--- src/rtl/temp_storage_pkg.sv ---
// Shared register-writer payload, arbiter state encoding and register-file constants.
package temp_storage;

    localparam int unsigned REG_NUM    = 32;
    localparam int unsigned REG_ADDR_W = 5;
    localparam int unsigned REG_DATA_W = 64;

    // One register-file write request (70 bits).
    typedef struct packed {
        logic                  reg_write_enable;
        logic [REG_ADDR_W-1:0] reg_dest_addr;
        logic [REG_DATA_W-1:0] reg_write_data;
    } reg_writer;

    typedef enum logic [1:0] {
        IDLE  = 2'd0,
        DRAIN = 2'd1,
        FORCE = 2'd2
    } wb_arb_state_e;

    // A request only changes architectural state if enabled and not aimed at x0.
    function automatic logic writes_reg(input reg_writer w);
        return w.reg_write_enable && (w.reg_dest_addr != REG_ADDR_W'(0));
    endfunction

endpackage

--- src/rtl/wb_result_fifo.sv ---
// Synchronous FIFO of register-writer entries; head is only visible after the push edge.
module wb_result_fifo
    import temp_storage::*;
#(
    parameter int unsigned DEPTH = 4
) (
    input  logic                         clk_i,
    input  logic                         rst_ni,
    input  logic                         push_i,
    input  reg_writer                    push_data_i,
    input  logic                         pop_i,
    output reg_writer                    head_o,
    output logic                         full_o,
    output logic                         empty_o,
    output logic [$clog2(DEPTH+1)-1:0]   count_o
);

    localparam int unsigned PTR_W = $clog2(DEPTH);
    localparam int unsigned CNT_W = $clog2(DEPTH + 1);

    reg_writer          mem_q [DEPTH];
    logic [PTR_W-1:0]   wr_ptr_q, wr_ptr_d;
    logic [PTR_W-1:0]   rd_ptr_q, rd_ptr_d;
    logic [CNT_W-1:0]   count_q,  count_d;
    logic               do_push, do_pop;

    assign full_o  = (count_q == CNT_W'(DEPTH));
    assign empty_o = (count_q == CNT_W'(0));
    assign count_o = count_q;
    assign head_o  = mem_q[rd_ptr_q];

    assign do_push = push_i && !full_o;
    assign do_pop  = pop_i && !empty_o;

    // Pointer and occupancy bookkeeping; depth is a power of two so pointers wrap naturally.
    always_comb begin
        wr_ptr_d = wr_ptr_q;
        rd_ptr_d = rd_ptr_q;
        count_d  = count_q;
        if (do_push) wr_ptr_d = wr_ptr_q + PTR_W'(1);
        if (do_pop)  rd_ptr_d = rd_ptr_q + PTR_W'(1);
        case ({do_push, do_pop})
            2'b10:   count_d = count_q + CNT_W'(1);
            2'b01:   count_d = count_q - CNT_W'(1);
            default: count_d = count_q;
        endcase
    end

    // Control state registers with synchronous active-low reset.
    always_ff @(posedge clk_i) begin
        if (!rst_ni) begin
            wr_ptr_q <= '0;
            rd_ptr_q <= '0;
            count_q  <= '0;
        end else begin
            wr_ptr_q <= wr_ptr_d;
            rd_ptr_q <= rd_ptr_d;
            count_q  <= count_d;
        end
    end

    // Entry storage; contents are don't-care until the pointer logic marks them valid.
    always_ff @(posedge clk_i) begin
        if (do_push) mem_q[wr_ptr_q] <= push_data_i;
    end

endmodule

--- src/rtl/wb_port_arbiter.sv ---
// Register-file write-port arbiter: primary writeback wins, secondary results queue and drain
// into idle cycles, and a starvation FSM requests a writeback bubble for a long-waiting head.
module wb_port_arbiter
    import temp_storage::*;
#(
    parameter int unsigned FIFO_DEPTH = 4,
    parameter int unsigned MAX_WAIT   = 8
) (
    input  logic               clk,
    input  logic               reset,
    input  logic               pri_valid,
    input  reg_writer          pri_writer,
    input  logic               sec_valid,
    input  reg_writer          sec_writer,
    output logic               sec_ready,
    output reg_writer          rf_writer,
    output logic               sec_commit,
    output logic               stall_req,
    output logic [REG_NUM-1:0] pending_mask
);

    localparam int unsigned CNT_W  = $clog2(FIFO_DEPTH + 1);
    localparam int unsigned WAIT_W = $clog2(MAX_WAIT + 1);
    localparam logic [WAIT_W-1:0] WAIT_LIMIT = WAIT_W'(MAX_WAIT - 1);

    wb_arb_state_e      state_q, state_d;
    logic [WAIT_W-1:0]  wait_cnt_q, wait_cnt_d;
    logic               stall_req_q, stall_req_d;
    logic [REG_NUM-1:0] mask_q, mask_d;

    logic               pri_hit;
    logic               push, pop, fifo_empties;
    logic               fifo_full, fifo_empty;
    logic [CNT_W-1:0]   fifo_count;
    reg_writer          fifo_head;

    assign pri_hit      = pri_valid && writes_reg(pri_writer);
    assign sec_ready    = reset && !fifo_full;
    assign push         = sec_valid && sec_ready && writes_reg(sec_writer);
    assign pop          = reset && !pri_hit && !fifo_empty;
    assign fifo_empties = pop && !push && (fifo_count == CNT_W'(1));

    assign stall_req    = stall_req_q;
    assign pending_mask = mask_q;

    wb_result_fifo #(
        .DEPTH (FIFO_DEPTH)
    ) u_fifo (
        .clk_i       (clk),
        .rst_ni      (reset),
        .push_i      (push),
        .push_data_i (sec_writer),
        .pop_i       (pop),
        .head_o      (fifo_head),
        .full_o      (fifo_full),
        .empty_o     (fifo_empty),
        .count_o     (fifo_count)
    );

    // Port select: primary first, then queue head, otherwise no write.
    always_comb begin
        rf_writer  = '0;
        sec_commit = 1'b0;
        if (reset) begin
            if (pri_hit) begin
                rf_writer = pri_writer;
            end else if (!fifo_empty) begin
                rf_writer  = fifo_head;
                sec_commit = 1'b1;
            end
        end
    end

    // FSM state register, wait counter and registered stall request.
    always_ff @(posedge clk) begin
        if (!reset) begin
            state_q     <= IDLE;
            wait_cnt_q  <= '0;
            stall_req_q <= 1'b0;
        end else begin
            state_q     <= state_d;
            wait_cnt_q  <= wait_cnt_d;
            stall_req_q <= stall_req_d;
        end
    end

    // FSM next state: leave IDLE on push, escalate to FORCE after MAX_WAIT unserved cycles.
    always_comb begin
        state_d = state_q;
        case (state_q)
            IDLE: begin
                if (push) state_d = DRAIN;
            end
            DRAIN: begin
                if (pop)                           state_d = fifo_empties ? IDLE : DRAIN;
                else if (wait_cnt_q == WAIT_LIMIT) state_d = FORCE;
            end
            FORCE: begin
                if (pop) state_d = fifo_empties ? IDLE : DRAIN;
            end
            default: state_d = IDLE;
        endcase
    end

    // FSM outputs: saturating wait counter cleared on every pop, stall while in FORCE.
    always_comb begin
        wait_cnt_d  = wait_cnt_q;
        stall_req_d = (state_d == FORCE);
        if ((state_d == IDLE) || pop) begin
            wait_cnt_d = '0;
        end else if ((state_q != IDLE) && (wait_cnt_q != '1)) begin
            wait_cnt_d = wait_cnt_q + WAIT_W'(1);
        end
    end

    // Pending mask: clear the committed head's rd, then mark the newly queued rd.
    always_comb begin
        mask_d = mask_q;
        if (pop)  mask_d[fifo_head.reg_dest_addr]  = 1'b0;
        if (push) mask_d[sec_writer.reg_dest_addr] = 1'b1;
    end

    // Pending mask register.
    always_ff @(posedge clk) begin
        if (!reset) mask_q <= '0;
        else        mask_q <= mask_d;
    end

    // Interlock contract: no duplicate queued rd and no primary WAW over a queued rd.
    always @(posedge clk) begin
        if (reset) begin
            assert (!(push && mask_q[sec_writer.reg_dest_addr]))
                else $error("secondary push to x%0d while already pending", sec_writer.reg_dest_addr);
            assert (!(pri_hit && mask_q[pri_writer.reg_dest_addr]))
                else $error("primary write to x%0d while secondary write pending", pri_writer.reg_dest_addr);
        end
    end

endmodule

--- config.mk ---
export PLATFORM = sky130hd
export DESIGN_NAME = wb_port_arbiter
export DESIGN_NICKNAME = d
export VERILOG_FILES = /design/src/rtl/temp_storage_pkg.sv /design/src/rtl/wb_result_fifo.sv /design/src/rtl/wb_port_arbiter.sv
export SDC_FILE = /design/constraint.sdc
export NUM_CORES = 1
export LEC_CHECK = 0
export BUFFER_PORTS_ARGS = -buffer_cell sky130_fd_sc_hd__buf_4
export CELL_PAD_IN_SITES_DETAIL_PLACEMENT = 0
export CELL_PAD_IN_SITES_GLOBAL_PLACEMENT = 1
export CORE_ASPECT_RATIO = 1.4
export CORE_MARGIN = 2
export CORE_UTILIZATION = 47
export CTS_CLUSTER_DIAMETER = 100
export DETAILED_ROUTE_END_ITERATION = 6
export PLACE_DENSITY = 0.87
export SYNTH_ARGS = -nofsm -noshare
export SYNTH_HDL_FRONTEND = slang
export SYNTH_SLANG_ARGS = --single-unit
--- constraint.sdc ---
create_clock -name clk -period 4.5 [get_ports clk]
set_input_delay 0.9 -clock clk [delete_from_list [all_inputs] [get_ports clk]]
set_output_delay 0.9 -clock clk [all_outputs]
set_load 0.01 [all_outputs]
==> impl_metrics.json, run 1 <==
{
  "dp.cells": 1332,
  "powerDensity_mw_per_mm2": 391,
  "io_buffers": 248,
  "drive_above_1_share": 0.391,
  "cp-start-kind": "input port",
  "synth_most_common_cell": "edfxtp_1",
  "fin_crit_sh": 0.799,
  "cts_resized": 0,
  "finalHoldViolCount": 0,
  "synth_common_cells": "edfxtp_1 (280), mux4_2 (70), a22o_1 (67)",
  "setup_viol": 0,
  "finalCriticalPeriod_ns": 3.60,
  "cts_tree": "built",
  "fin_cells": 1388,
  "n_antenna_cell": 0,
  "clock_path_buffers": 3,
  "final-seq-area_mm2": 0.00938,
  "cts.sinks": 328,
  "overflow": 0,
  "maxSlewViolCount": 0,
  "ys.flop_type": "edfxtp_1",
  "cts_hold_buf": 0,
  "ant_nets": 0,
  "drc": 0,
  "post-route-util": 0.595,
  "rsz0062_at_grt": "false",
  "grt_start_max_net_pins": 69,
  "cp.required_ns": 3.60,
  "die-height_um": 203,
  "postCtsSetupBuffers": 0,
  "cts_root_buf": "clkbuf_16",
  "core-area_mm2": 0.0277,
  "final_net_count": 1148,
  "antenna_found_initial": 1,
  "dpl_cell_area_mm2": 0.0156,
  "synth_seq_cells": 328,
  "setup_tns_ns": 0,
  "synth-edff-count": 280,
  "synth_nets": 907,
  "crit_type": "input port to primary output",
  "place_congestion": 0.858,
  "multiInputGateArea_mm2": 0.00365,
  "total_power_w": 0.00646,
  "ir_drop_mv": 0.364,
  "path_max_fanout": 43,
  "worst_ep_arrival_time_ns": 2.70,
  "max_freq_mhz": 278,
  "gr-usage-all-layers": 0.192,
  "clk_latency_ns": 0.55,
  "netlist_top_cells_area": "edfxtp_1 (63%), mux4_2 (12%), dfxtp_1 (7.2%)",
  "io-pin-count": 249,
  "die-width_um": 146,
  "area_delta_synth_final_pct": 24.3,
  "status": "completed",
  "ys_types": 52,
  "holdCritPathClass": "register to register",
  "grt_pass1_wl_mm": 44.3,
  "path_clk_slew_ns": 0.06,
  "setup.worst_path.end_class": "primary output",
  "viasPerCell": 5.66,
  "yosys_warnings": 0,
  "initial_core_util": 0.479,
  "synth_cells": 753,
  "hpwl_mm": 19.1,
  "ys_async_sr_fraction": 0,
  "synth_top_area_frac": 0.633,
  "yosys.area.top_type": "edfxtp_1",
  "routed_wl_mm": 29.1,
  "cts_made_buffers": 30,
  "regToRegSetupSlack_ns": 1.58,
  "drv_cap": 0,
  "finalClockSkew_ns": 0.0129,
  "netlist_area_mm2": 0.0133,
  "dr.pass1.iters": 5,
  "slew_headroom": 0.432,
  "synth.yosys.seq_area_share": 0.705,
  "grt_pass1_vias": 7968,
  "drt-initial-drc-count": 435,
  "worstMarginPinSlew_ns": 0.851,
  "h-tree-depth": 1,
  "die_area_mm2": 0.0297,
  "final_area_mm2": 0.0165,
  "p_leak_nw": 5.76,
  "rows": 72,
  "fillers": 2163,
  "num_vias": 7851,
  "wl_per_cell_um": 21.0,
  "avgSynthCellArea_um2": 17.6
}
==> critical path: stages <==
cell    delay (ns)
buf_4         0.28
and3_1        0.26
o31a_2        0.57
buf_12        0.31
a22o_1        0.19
buf_4         0.12
==> cells in the final DEF (no fill, tap or decap), drive strengths merged, types with 2 or more instances in the layout <==
master,netlist,layout
nand2b,3,3
o211ai,9,9
a41oi,7,7
o41ai,2,2
a21o,2,2
clkbuf,26,36
nand3,5,5
mux4,70,70
nor4,9,9
o221a,9,9
a31oi,7,7
clkinv,1,18
inv,12,12
o21ai,18,18
or3,10,10
dfxtp,48,48
bufinv,0,2
nand2,13,13
a22o,67,67
and2,6,6
a21oi,15,15
xnor2,3,3
ha,10,10
a211oi,7,7
edfxtp,280,280
or2,2,2
xor2,2,2
nand4,2,2
nor2,33,33
a311oi,2,2
o211a,4,4
nand3b,2,2
nor3,20,20
buf,25,260
nor2b,4,4
and3,2,2
mux2i,5,5
==> registers in the layout (all words and copies together) (netlist names), named ones only <==
name / cells
pending_mask: 32
stall_req: 1
state_q: 2
u_fifo.count_o: 3
u_fifo.mem_q: 280
u_fifo.rd_ptr_q: 2
u_fifo.wr_ptr_q: 2
wait_cnt_q: 4
==> where the power goes <==
part	switching, W	internal, W	leakage [nW]
Clock	0.00103	0.00137	0.460
Sequential	0.0000353	0.00333	2.92
Combinational	0.000336	0.000357	2.38
==> logic make-up (layout without fill, tap and decap cells) <==
group,count (synthesis),in the layout,synth area share
xor gates and xnor gates,5,5,0.00330
AOI/OAI and AO/OA,156,156,0.0942
muxes,76,76,0.123
DFF,328,328,0.705
buffers and inverters,64,329,0.0212
adders and majority gates,10,10,0.00941
and+or+nand+nor,114,114,0.0437
==> worst paths after layout <==
| kind | start | to | depth (start not counted) |
|---|---|---|---|
| worst min register to register | pending_mask[0] | pending_mask[0] | 2 |
| worst max register to register | u_fifo.count_o[0] | u_fifo.mem_q[0][57] | 6 |
| worst max-delay path | reset | rf_writer[55] | 6 |
| worst min-delay path | pending_mask[0] | pending_mask[0] | 2 |
==> through the flow <==
step,hold slack [ns],setup slack (ns)
after global routing,0.488,0.752
after global placement,0.432,0.975
after floorplan,0.450,0.787
after detailed placement,0.438,0.921
after CTS,0.450,0.830
final,0.450,0.904
==> layout make-up <==
cell class / count / share of cell area
Timing Repair Buffer: 260 / 0.123
Sequential cell: 328 / 0.568
Clock inverter: 20 / 0.00879
Inverter: 13 / 0.00295
Clock buffer: 36 / 0.0481
Multi-Input combinational cell: 361 / 0.221
Tap cell: 370 / 0.0280
==> layer usage <==
layer	vias to the layer above	routed length [um]	track usage
met5	-	13	0
met4	2	571	0.0492
met3	41	1730	0.0355
met2	262	15800	0.359
met1	3944	11000	0.229
li1	3602	-	-
No activity file was read; power rests on OpenSTA's default activity.
==> inputs of run 2 (changes only) <==
--- a/config.mk
+++ b/config.mk
@@ -10,10 +10,10 @@
 export CELL_PAD_IN_SITES_GLOBAL_PLACEMENT = 1
 export CORE_ASPECT_RATIO = 1.4
 export CORE_MARGIN = 2
-export CORE_UTILIZATION = 47
+export CORE_UTILIZATION = 42
 export CTS_CLUSTER_DIAMETER = 100
 export DETAILED_ROUTE_END_ITERATION = 6
-export PLACE_DENSITY = 0.87
+export PLACE_DENSITY = 0.83
 export SYNTH_ARGS = -nofsm -noshare
 export SYNTH_HDL_FRONTEND = slang
 export SYNTH_SLANG_ARGS = --single-unit
==> constraint.sdc (replaced) <==
create_clock -name clk -period 3.2 [get_ports clk]
set_input_delay 0.64 -clock clk [delete_from_list [all_inputs] [get_ports clk]]
set_output_delay 0.64 -clock clk [all_outputs]
set_load 0.01 [all_outputs]
==> run 2 against run 1 <==
  * First-iteration DRC count rose by 11%
  * Via count fell by 0.34%
  * Critical path type is now register to primary output
  * Flip-flop and latch count did not move
  * Sequential power rose by 40%
  * Die area rose by 12%
  * Wire length rose by 4.4%
==> impl_metrics.json, run 2 (synthesis results as in run 1) <==
{
  "switchingPower_w": 0.00205,
  "clock_path_buffers": 3,
  "critPathBufInv": 4,
  "grt_pass1_vias": 8104,
  "gr-usage-all-layers": 0.179,
  "viasPerCell": 5.48,
  "cp-start-kind": "register",
  "regToRegSetupSlack_ns": 0.48,
  "io_buffers": 248,
  "drc": 0,
  "final_net_count": 1162,
  "largest_register_ffs": 280,
  "layout_common_cells": "edfxtp_1 (280), buf_4 (258), mux4_2 (70)",
  "p_leak_nw": 5.92,
  "cts_root_buf": "clkbuf_16",
  "post-route-util": 0.538,
  "cts.sinks": 328,
  "die-height_um": 214,
  "whs_ns": 0.277,
  "setup_viol": 0,
  "timing.final.ws_setup_ns": 0.224,
  "overflow": 0,
  "ant_nets": 0,
  "num_vias": 7824,
  "rows": 77,
  "slew_headroom": 0.455,
  "hpwl_mm": 20.2,
  "cts_made_buffers": 30,
  "grt_pass1_wl_mm": 45.6,
  "finalHoldViolCount": 0,
  "worstMarginPinSlew_ns": 0.817,
  "worstPathCellList": "inv_1, ha_1, nand2b_1, nand4_1, inv_2, buf_12, a22o_1, buf_4",
  "setup_tns_ns": 0,
  "max_freq_mhz": 336,
  "powerDensity_mw_per_mm2": 567,
  "p_int_w": 0.00752,
  "maxSlewViolCount": 0,
  "finalCriticalPeriod_ns": 2.98,
  "cts_hold_buf": 0,
  "top_register": "u_fifo.mem_q",
  "cp.required_ns": 2.56,
  "rsz0062_at_grt": "false",
  "place_congestion": 0.902,
  "p_comb_frac": 0.109,
  "wl_per_cell_um": 21.3,
  "status": "completed",
  "ir_drop_mv": 0.582,
  "cp_slowest_stage_delay_ns": 0.40,
  "dr.pass1.iters": 5,
  "seq_power_share": 0.493,
  "setup.worst_path.end_class": "primary output",
  "final_area_mm2": 0.0169,
  "routed_wl_mm": 30.4,
  "cts_tree": "built",
  "core-area_mm2": 0.0314,
  "n_antenna_cell": 0,
  "area_delta_synth_final_pct": 27.2,
  "drv_cap": 0,
  "antenna_found_initial": 0,
  "preCtsSetupSlack_ns": 0.282,
  "drive_above_1_share": 0.407,
  "crit_type": "register to primary output",
  "grt_start_max_net_pins": 47,
  "clk_latency_ns": 0.56,
  "initial_core_util": 0.423,
  "p_sw_frac": 0.214,
  "holdCritPathClass": "input port to register",
  "cpMaxStageDelayCell": "dfxtp_1",
  "die-width_um": 154,
  "drt-initial-drc-count": 484,
  "dpl_cell_area_mm2": 0.0158,
  "h-tree-depth": 1,
  "path_clk_slew_ns": 0.06,
  "fin_crit_sh": 0.930,
  "io-pin-count": 249,
  "layout_commonest_cell": "edfxtp_1",
  "path_max_fanout": 35,
  "die_area_mm2": 0.0331,
  "clkPwrFrac": 0.398,
  "crit_family": "buffers and inverters",
  "worst_ep_arrival_time_ns": 2.34,
  "finalClockSkew_ns": 0.0140
}
run 2: changes by cell type in the layout (fill, tap and decap cells not counted), sizes merged:
| cell | delta |
|---|---|
| clkinvlp | +2 |
| clkinv | -8 |
| bufinv | +4 |
| buf | +14 |
| clkbuf | +1 |
| inv | +1 |
run 2: worst reg2reg max path: stages, from the launching register on:
cell and delay (ns):
dfxtp_1 0.40, inv_1 0.09, ha_1 0.27, and2_1 0.22
a211oi_2 0.70, and2_4 0.44, buf_12 0.27
run 2: per-layer routing:
metal  wire length, um  GRT usage  share of wire
met3              1800     0.0303          0.059
met5                 0          0              0
met1             11300      0.208           0.37
met2             16200      0.328           0.53
met4              1110     0.0719          0.037
run 2: cell type report:
cell class              instances  area [um2]
multi-input cells             361        3650
clock buffers                  37         818
flip-flops and latches        328        9380
fillers                      2530       14500
inverters                      13        48.8
clock inverters                19         253
well taps                     395         494
repair buffers                274        2260
run 2: worst paths after layout:
kind / cells past startpoint / to / start
worst max register to register: 6 / u_fifo.mem_q[0][24] / u_fifo.count_o[0]
worst min register to register: 2 / pending_mask[0] / pending_mask[0]
worst max-delay path: 8 / rf_writer[33] / u_fifo.count_o[0]
worst min-delay path: 1 / u_fifo.mem_q[0][46] / sec_writer[46]
run 2: power by group through the flow:
stage | clock (W) | combinational (W) | sequential [W]
6_report | 0.00382 | 0.00104 | 0.00472
5_1_grt | 0.00406 | 0.00112 | 0.00473
4_1_cts | 0.00390 | 0.00103 | 0.00473
3_5_place_dp | 0 | 0.00103 | 0.00483
3_3_place_gp | 0 | 0.00101 | 0.00482
2_1_floorplan | 0 | 0.000573 | 0.00480
run 2: through the flow:
stage	total power, W	std cells
after detailed placement	0.00586	1370
after CTS	0.00966	1426
final	0.00958	1427
after floorplan	0.00537	753
after global placement	0.00584	1370
after global routing	0.00990	1427
run 2: what timing repair did:
item,CTS,global route
buffers inserted,0,1
gates resized for setup,0,0
endpoints found under the setup margin,0,3
==> inputs of run 3 (changes only) <==
--- a/config.mk
+++ b/config.mk
@@ -10,10 +10,9 @@
 export CELL_PAD_IN_SITES_GLOBAL_PLACEMENT = 1
 export CORE_ASPECT_RATIO = 1.4
 export CORE_MARGIN = 2
-export CORE_UTILIZATION = 42
-export CTS_CLUSTER_DIAMETER = 100
+export CORE_UTILIZATION = 50
 export DETAILED_ROUTE_END_ITERATION = 6
-export PLACE_DENSITY = 0.83
+export PLACE_DENSITY = 0.92
 export SYNTH_ARGS = -nofsm -noshare
 export SYNTH_HDL_FRONTEND = slang
 export SYNTH_SLANG_ARGS = --single-unit
==> constraint.sdc (replaced) <==
create_clock -name clk -period 3.6 [get_ports clk]
set_input_delay 0.72 -clock clk [delete_from_list [all_inputs] [get_ports clk]]
set_output_delay 0.72 -clock clk [all_outputs]
set_load 0.01 [all_outputs]
==> run 3 against run 2 <==
  * Via count rose by 2.9%
  * Global-route usage rose by 3.3 points
  * Non-clock buffer count fell by 7
  * Setup slack improved by 0.099 ns
  * Critical path depth fell by 2
  * Flip-flop and latch count did not move
  * Sequential power fell by 11%
  * Critical endpoint is now rf_writer[5]
  * Core utilization rose by 9.8 points
  * Sequential share of layout area rose by 1.0 points
==> impl_metrics.json, run 3 (synthesis results as in run 1) <==
{
  "die-height_um": 197,
  "n_antenna_cell": 0,
  "wl_per_cell_um": 21.9,
  "path_max_fanout": 39,
  "reg2reg_to": "u_fifo.mem_q[0][61]",
  "die-width_um": 142,
  "final_net_count": 1156,
  "timing.final.ws_setup_ns": 0.322,
  "ant_nets": 0,
  "cts.sinks": 328,
  "finalHoldViolCount": 0,
  "total_power_w": 0.00831,
  "setup.worst_path.end_class": "primary output",
  "routed_wl_mm": 29.6,
  "min_from": "sec_writer[58]",
  "rsz0062_at_grt": "false",
  "fin_cells": 1351,
  "reg2regPathDepth": 6,
  "io-pin-count": 249,
  "cpMaxStageDelayCell": "o31a_2",
  "worst_ep_arrival_time_ns": 2.56,
  "grt_start_max_net_pins": 71,
  "place_congestion": 0.872,
  "p_leak_nw": 5.83,
  "cp-start-kind": "input port",
  "dr.pass1.iters": 5,
  "cts_made_buffers": 31,
  "worstPathCellList": "buf_4, and3_1, o31a_2, buf_12, a22o_1, buf_4",
  "setup_viol": 0,
  "largest_register_ffs": 280,
  "maxSlewViolCount": 0,
  "rows": 70,
  "setup_tns_ns": 0,
  "hold_end": "u_fifo.mem_q[2][58]",
  "cts_root_buf": "clkbuf_16",
  "drt-initial-drc-count": 469,
  "cp_slowest_stage_delay_ns": 0.63,
  "critical_path.startpoint": "reset",
  "cp.required_ns": 2.88,
  "h-tree-depth": 1,
  "viasPerCell": 5.96,
  "die_area_mm2": 0.0279,
  "whs_ns": 0.368,
  "ir_drop_mv": 0.547,
  "powerDensity_mw_per_mm2": 501,
  "core-area_mm2": 0.0261,
  "status": "completed",
  "r2r-start": "u_fifo.count_o[0]",
  "hpwl_mm": 19.4,
  "worstMarginPinSlew_ns": 0.757,
  "finalClockSkew_ns": 0.0115,
  "drv_cap": 0,
  "num_vias": 8048,
  "io_buffers": 248,
  "layout_common_cells": "edfxtp_1 (280), buf_4 (259), mux4_2 (70)",
  "preCtsSetupSlack_ns": 0.351,
  "finalCriticalPeriod_ns": 3.28,
  "top_register": "u_fifo.mem_q",
  "max_freq_mhz": 305,
  "postCtsSetupBuffers": 0,
  "antenna_found_initial": 1,
  "drc": 0,
  "fillers": 1873,
  "dp.cells": 1293,
  "fin_crit_sh": 0.910,
  "overflow": 0,
  "cp_common_cell": "buf_4",
  "cts_hold_buf": 0,
  "grt_pass1_wl_mm": 45.7,
  "regToRegSetupSlack_ns": 0.86,
  "clk_latency_ns": 0.55,
  "layout_commonest_cell": "edfxtp_1",
  "cts_resized": 0,
  "initial_core_util": 0.509,
  "area_delta_synth_final_pct": 24.9,
  "hold-path-cell-count": 1,
  "clock_path_buffers": 3,
  "holdCritPathClass": "input port to register",
  "drive_above_1_share": 0.398,
  "cts_tree": "built",
  "slew_headroom": 0.495,
  "crit_type": "input port to primary output",
  "gr-usage-all-layers": 0.212,
  "grt_pass1_vias": 8374,
  "path_clk_slew_ns": 0.07
}
-- run 3: layout make-up --
| type | instances | area [um2] | share of cell area |
|---|---|---|---|
| multi-input combinational | 361 | 3650 | 0.220 |
| tap | 324 | 405 | 0.0244 |
| sequential | 328 | 9380 | 0.565 |
| inverter | 13 | 48.8 | 0.00294 |
| timing repair buffer | 267 | 2100 | 0.127 |
| clock buffer | 43 | 831 | 0.0500 |
| clock inverter | 15 | 188 | 0.0113 |
-- run 3: worst max-delay path by stage --
stage | to | slack (ns) | cells after the start
after global placement | rf_writer[5] | 0.42 | 6
after global routing | rf_writer[9] | 0.17 | 4
final | rf_writer[5] | 0.32 | 6
after detailed placement | rf_writer[5] | 0.35 | 6
after CTS | rf_writer[9] | 0.26 | 4
after floorplan | u_fifo.mem_q[1][0] | 0.07 | 4
-- run 3: critical path: cells and delay by family --
family	cells	cell delay [ns]
AOI/OAI and AO/OA	2	0.82
buffers and inverters	3	0.69
and+or+nand+nor	1	0.26
-- run 3: power by group --
part | total (W) | internal [W] | switching, W
combinational | 0.000877 | 0.000452 | 0.000425
clock | 0.00323 | 0.00190 | 0.00132
sequential | 0.00421 | 0.00417 | 0.0000428
-- run 3: through the flow --
step / utilization / area, um2
4_1_cts: 0.636 / 16600
3_3_place_gp: 0.597 / 15600
5_1_grt: 0.636 / 16600
3_5_place_dp: 0.597 / 15600
2_1_floorplan: - / 13300
6_report: 0.636 / 16600
-- run 3: layer usage --
metal  track usage  vias to the layer above  wire length [um]
met3        0.0362                       77              1650
met1         0.260                     4076             11300
li1              -                     3602                 -
met5             0                        -                16
met4        0.0885                        2              1230
met2         0.372                      291             15400
